<file path="src/rtl/rv32_fetch_unit_if.sv">
// rv32_fetch_unit_if: instruction-memory request/response bus between the fetch unit and imem
// Ports (master = fetch unit, slave = memory):
//   imem_req/imem_addr          request valid and word-aligned fetch address (master -> slave)
//   imem_gnt                    request accepted this cycle (slave -> master)
//   imem_rvalid/imem_rdata      in-order read response (slave -> master)
interface rv32_fetch_unit_if;
  logic        imem_req;
  logic [31:0] imem_addr;
  logic        imem_gnt;
  logic        imem_rvalid;
  logic [31:0] imem_rdata;
  modport master (output imem_req, imem_addr, input imem_gnt, imem_rvalid, imem_rdata);
  modport slave (input imem_req, imem_addr, output imem_gnt, imem_rvalid, imem_rdata);
endinterface

</file>
<file path="src/rtl/rv32_fetch_unit.sv">
// rv32_fetch_unit: RV32 instruction fetch with credit-based prefetch buffer and redirect flush
// Ports:
//   clk, rstn                   clock, asynchronous active-low reset
//   imem                        instruction-memory bus (master side)
//   redirect_i/redirect_pc_i    taken branch/jump: flush and refetch from new pc
//   instr_valid_o/instr_o/instr_pc_o/instr_ready_i   buffer head handshake to decode
//   fifo_level_o                occupied buffer entries
module rv32_fetch_unit #(
  parameter int          FIFO_DEPTH = 4,
  parameter int          MAX_OUTST  = 2,
  parameter logic [31:0] RESET_PC   = 32'h0000_0000
) (
  input  logic                            clk,
  input  logic                            rstn,
  rv32_fetch_unit_if.master               imem,
  input  logic                            redirect_i,
  input  logic [31:0]                     redirect_pc_i,
  output logic                            instr_valid_o,
  output logic [31:0]                     instr_o,
  output logic [31:0]                     instr_pc_o,
  input  logic                            instr_ready_i,
  output logic [$clog2(FIFO_DEPTH+1)-1:0] fifo_level_o
);
  localparam int LW = $clog2(FIFO_DEPTH+1);
  localparam int PW = $clog2(FIFO_DEPTH);
  localparam int OW = $clog2(MAX_OUTST+1);
  typedef enum logic {FETCH, DRAIN} state_t;
  state_t state, state_n;
  logic [31:0] fetch_pc, resp_pc, target;
  logic [OW-1:0] outst, discard, outst_left;
  logic [LW-1:0] level;
  logic [PW-1:0] wr_ptr, rd_ptr;
  logic [63:0] mem [FIFO_DEPTH];
  logic accept, rv, push, pop;
  // responses with nothing outstanding (e.g. left over from before reset) are ignored
  assign rv = imem.imem_rvalid && outst != '0;
  assign outst_left = outst - OW'(rv);
  assign target = redirect_pc_i & 32'hFFFF_FFFC;
  // credit: every outstanding request has a reserved buffer slot, so pushes never overflow
  assign imem.imem_req = state == FETCH && !redirect_i && 32'(outst) < MAX_OUTST &&
                         32'(outst) + 32'(level) < FIFO_DEPTH;
  assign imem.imem_addr = fetch_pc;
  assign accept = imem.imem_req && imem.imem_gnt;
  assign push = state == FETCH && rv && !redirect_i;
  assign pop = instr_valid_o && instr_ready_i && !redirect_i;
  assign instr_valid_o = level != '0;
  assign {instr_pc_o, instr_o} = mem[rd_ptr];
  assign fifo_level_o = level;
  always_comb begin
    state_n = state;
    if (redirect_i) state_n = outst_left == '0 ? FETCH : DRAIN;
    else if (state == DRAIN && rv && discard == OW'(1)) state_n = FETCH;
  end
  always_ff @(posedge clk or negedge rstn)
    if (!rstn) begin
      state <= FETCH;
      fetch_pc <= RESET_PC;
      resp_pc <= RESET_PC;
      outst <= '0;
      discard <= '0;
      level <= '0;
      wr_ptr <= '0;
      rd_ptr <= '0;
    end else begin
      state <= state_n;
      outst <= outst + OW'(accept) - OW'(rv);
      if (redirect_i) begin
        fetch_pc <= target;
        resp_pc <= target;
        discard <= outst_left;
        level <= '0;
        wr_ptr <= '0;
        rd_ptr <= '0;
      end else begin
        if (accept) fetch_pc <= fetch_pc + 32'd4;
        if (push) resp_pc <= resp_pc + 32'd4;
        if (state == DRAIN && rv) discard <= discard - OW'(1);
        if (push) wr_ptr <= wr_ptr + PW'(1);
        if (pop) rd_ptr <= rd_ptr + PW'(1);
        level <= level + LW'(push) - LW'(pop);
      end
    end
  always_ff @(posedge clk)
    if (push) mem[wr_ptr] <= {resp_pc, imem.imem_rdata};
endmodule

</file>
<file path="src/flat_wrapper.sv">
// flat-port wrapper written by rule: the top's interface ports become plain ports
module rv32_fetch_unit_flat 
#(
  parameter int          FIFO_DEPTH = 4,
  parameter int          MAX_OUTST  = 2,
  parameter logic [31:0] RESET_PC   = 32'h0000_0000
)
  (clk, rstn, redirect_i, redirect_pc_i, instr_valid_o, instr_o, instr_pc_o, instr_ready_i, fifo_level_o, imem_imem_req, imem_imem_addr, imem_imem_gnt, imem_imem_rvalid, imem_imem_rdata);
  rv32_fetch_unit_if imem_i ();
  input  logic clk;
  input  logic rstn;
  input  logic redirect_i;
  input  logic [31:0] redirect_pc_i;
  output logic instr_valid_o;
  output logic [31:0] instr_o;
  output logic [31:0] instr_pc_o;
  input  logic instr_ready_i;
  output logic [$clog2(FIFO_DEPTH+1)-1:0] fifo_level_o;
  output wire logic [$bits(imem_i.imem_req)-1:0] imem_imem_req;
  output wire logic [$bits(imem_i.imem_addr)-1:0] imem_imem_addr;
  input wire logic [$bits(imem_i.imem_gnt)-1:0] imem_imem_gnt;
  input wire logic [$bits(imem_i.imem_rvalid)-1:0] imem_imem_rvalid;
  input wire logic [$bits(imem_i.imem_rdata)-1:0] imem_imem_rdata;
  assign imem_imem_req = imem_i.imem_req;
  assign imem_imem_addr = imem_i.imem_addr;
  assign imem_i.imem_gnt = imem_imem_gnt;
  assign imem_i.imem_rvalid = imem_imem_rvalid;
  assign imem_i.imem_rdata = imem_imem_rdata;
  rv32_fetch_unit #(.FIFO_DEPTH(FIFO_DEPTH), .MAX_OUTST(MAX_OUTST), .RESET_PC(RESET_PC)) u_core (.clk(clk), .rstn(rstn), .imem(imem_i), .redirect_i(redirect_i), .redirect_pc_i(redirect_pc_i), .instr_valid_o(instr_valid_o), .instr_o(instr_o), .instr_pc_o(instr_pc_o), .instr_ready_i(instr_ready_i), .fifo_level_o(fifo_level_o));
endmodule
</file>
<file path="config.mk">
export PLATFORM = sky130hd
export DESIGN_NAME = rv32_fetch_unit_flat
export DESIGN_NICKNAME = d
export VERILOG_FILES = /design/src/rtl/rv32_fetch_unit_if.sv /design/src/rtl/rv32_fetch_unit.sv /design/src/flat_wrapper.sv
export SDC_FILE = /design/constraint.sdc
export NUM_CORES = 1
export LEC_CHECK = 0
export ABC_AREA = 1
export CAP_MARGIN = 20
export CORE_UTILIZATION = 35
export CTS_CLUSTER_SIZE = 25
export DETAILED_ROUTE_END_ITERATION = 7
export GPL_TIMING_DRIVEN = 0
export PLACE_DENSITY = 0.65
export SLEW_MARGIN = 5
export SYNTH_ARGS = -nofsm -noshare
export SYNTH_HDL_FRONTEND = slang
export SYNTH_SLANG_ARGS = --single-unit
</file>
<file path="constraint.sdc">
create_clock -name clk -period 4.6 [get_ports clk]
set_clock_uncertainty 0.1 [all_clocks]
set_input_delay 0.69 -clock clk [delete_from_list [all_inputs] [get_ports clk]]
set_output_delay 0.69 -clock clk [all_outputs]
set_load 0.01 [all_outputs]
</file>
==> results.toml <==
[status]
status = "complete, no violations"

[final_layout]
drive_gt1_frac = 0.0702
fin_util = 0.450
fin_cells = 2163
n_fill_cell = 3755
nets = 1694
antenna_cells = 0
area_growth_syn_to_layout_pct = 26.1
final_cell_area_um2 = 17900

[grt]
antenna_found_initial = 0
grt_overflow = 0
grt_max_degree = 45
grt_pass1_wl_mm = 59.9
grt_pass1_vias = 10800
grtUsageTotal = 0.187

[yosys]
syn_area_um2 = 14200
synth_ff_type = "edfxtp_1"
synth_compound_area_frac = 0.0928
yosys_warnings = 0
synthAdderAreaFrac = 0.0120
ys_top_cells_by_count = "313 x nand2_1, 248 x edfxtp_1, 203 x nor2_1"
yosysUniqueCellTypes = 38
synth_most_common_cell = "nand2_1"
synth_top_area_cell = "edfxtp_1"
synth_top_area_frac = 0.523
ys_ff_latch = 320
netlist_top_cells_area = "edfxtp_1 52%, dfrtp_1 13%, nand2_1 8.3%, nor2_1 5.4%, o21ai_0 5.3%"
synth_edf_count = 248
syn_avg_cell_area_um2 = 10.2
synthCells = 1397
synth_top_family_by_area = "simple AND/OR/NAND/NOR gates"
synthSimpleGateAreaFrac = 0.189
synth-xor-area-share = 0.00923
ys_seq_area_frac = 0.650
synth.area.mux_share = 0
async_reset_ff_frac = 0.225

[route]
drt_pre_antenna_iters = 5
drc = 0
ant_nets = 0
wire_per_inst_um = 17.9
vias_per_cell = 5.02
drt_iter0_drc = 733
routed_wl_mm = 38.8
vias = 10900

[place]
port_buffers = 164
place_area_um2 = 16800
dp_cells = 2099
gp_congestion = 0.924
dpl.hpwl_mm = 26.9
place_ws_ns = 1.13

[floorplan]
fp.dieArea_um2 = 41500
rows = 73
die_w_um = 204
start_util = 0.357
core_area_um2 = 39900
io_pins = 171
die_h_um = 204

[critical_path]
worstPathRequired_ns = 3.81
cp_max_fo = 10
crit_type = "flop to output port"
worst_setup_path_end_kind = "output port"
startpoint_type = "flop"
arrival_ns = 2.89
rr_worst_depth = 7

[timing]
worstMarginPinSlew_ns = 0.892
max_freq_mhz = 272
setup_viol = 0
rsz0062_at_grt = "no"
hold_viol = 0
setup_slack_ns = 0.924
min_period_ns = 3.68
relSlewSlack = 0.406
period_share = 0.799
finalMaxSlewViolations = 0

[power_and_ir_drop]
power.density_nw_per_um2 = 505
finalPower_uw = 9060
ir_drop_uv = 235
leakage_uw = 0.00668

[cts]
root_buffer = "clkbuf_16"
holdBufCountCts = 0
insertion_delay_ns = 0.53
cts_sinks = 320
cts_resized = 0
cts_tree = "built"
cts_buffers = 35
clk_pin_slew_ns = 0.06
cts_max_level = 2
cts.path.max_buffers = 3
post_cts_buffers = 0

[flow_run]
max_cap_viol_count = 0

[worst_hold_path]
worstHoldPathType = "input port to asynchronous set/reset pin"
per-stage QoR:
step / hold slack [ns] / setup TNS [ns]
3_5_place_dp: 0.448 / 0
6_report: 0.00499 / 0
5_1_grt: 0.0293 / 0
3_3_place_gp: 0.444 / -654.88
2_1_floorplan: 0.294 / 0
4_1_cts: 0.0127 / 0
layout by cell type (no fill, tap or decap), types with 5 or more instances in the layout:
cell type / n
nand2_1: 313
edfxtp_1: 248
nor2_1: 199
clkdlybuf4s50_1: 163
o21ai_0: 152
inv_1: 88
nand3_1: 82
dfrtp_1: 72
o22ai_1: 62
clkbuf_1: 41
clkbuf_16: 35
clkinv_1: 23
buf_2: 13
ha_1: 12
nor2_4: 10
xor2_1: 10
nor2_2: 10
buf_4: 9
nand4_1: 9
nand3b_1: 8
o21bai_1: 8
a21oi_1: 6
buf_12: 6
o211ai_1: 5
xnor2_1: 5
worst paths after layout:
path / end / from / slack (ns)
max reg2reg: u_core.mem[3][62]$_DFFE_PP_ / u_core.outst[1]$_DFF_PN0_ / 2.01
min in group clk: u_core.discard[1]$_DFFE_PN0P_ / u_core.discard[1]$_DFFE_PN0P_ / 0.47
min reg2reg: u_core.discard[1]$_DFFE_PN0P_ / u_core.discard[1]$_DFFE_PN0P_ / 0.47
max: instr_pc_o[15] / u_core.rd_ptr[0]$_DFFE_PN0P_ / 0.92
max in group asynchronous: u_core.rd_ptr[0]$_DFFE_PN0P_ / rstn / 3.81
min: u_core.imem.imem_addr[29]$_DFFE_PN0P_ / rstn / 0.005
routing by layer:
metal,up-vias,GRT usage,share of wire
met5,-,0,0
met4,0,0.0671,0.032
met3,75,0.0236,0.058
met2,400,0.310,0.47
met1,5160,0.251,0.44
li1,5218,-,-
critical path: stages (launching register included):
cell             delay (ns)
dfrtp_1                0.32
buf_2                  0.21
buf_2                  0.32
clkbuf_1               0.46
nor2_1                 0.10
o22ai_1                0.34
clkdlybuf4s50_1        0.62
final cells by class:
cell class,count,area [µm²],area share
buffer,60,279,0.0155
clock buffer,39,891,0.0496
clock inverter,25,262,0.0146
inverter,104,390,0.0217
multi-input combinational,916,4350,0.243
sequential,320,9250,0.515
tap,525,657,0.0366
timing repair buffer,174,1870,0.104
report_power, final:
group | internal, µW | total (µW) | switching [µW]
clock | 1650 | 2800 | 1160
sequential | 3440 | 3730 | 299
combinational | 1060 | 2520 | 1460
total | 6140 | 9060 | 2920
cells by family (layout without fill, tap and decap cells):
| kind of cell | Yosys count | in the layout |
|---|---|---|
| AND/OR/NAND/NOR | 644 | 644 |
| flip-flops | 320 | 320 |
| AO/OA/AOI/OAI | 240 | 240 |
| buffers and inverters | 164 | 402 |
| XOR/XNOR | 15 | 15 |
| adder cells (fa/ha/maj) | 13 | 13 |
| other | 1 | 4 |
state kept, by name, summed over array words and instances (netlist names):
signal                 flops
u_core.wr_ptr              2
u_core.fifo_level_o        3
u_core.outst               2
u_core.state               1
u_core.imem.imem_addr     30
u_core.resp_pc            30
u_core.mem               248
u_core.rd_ptr              2
u_core.discard             2
(Power assumes the default switching activity.)
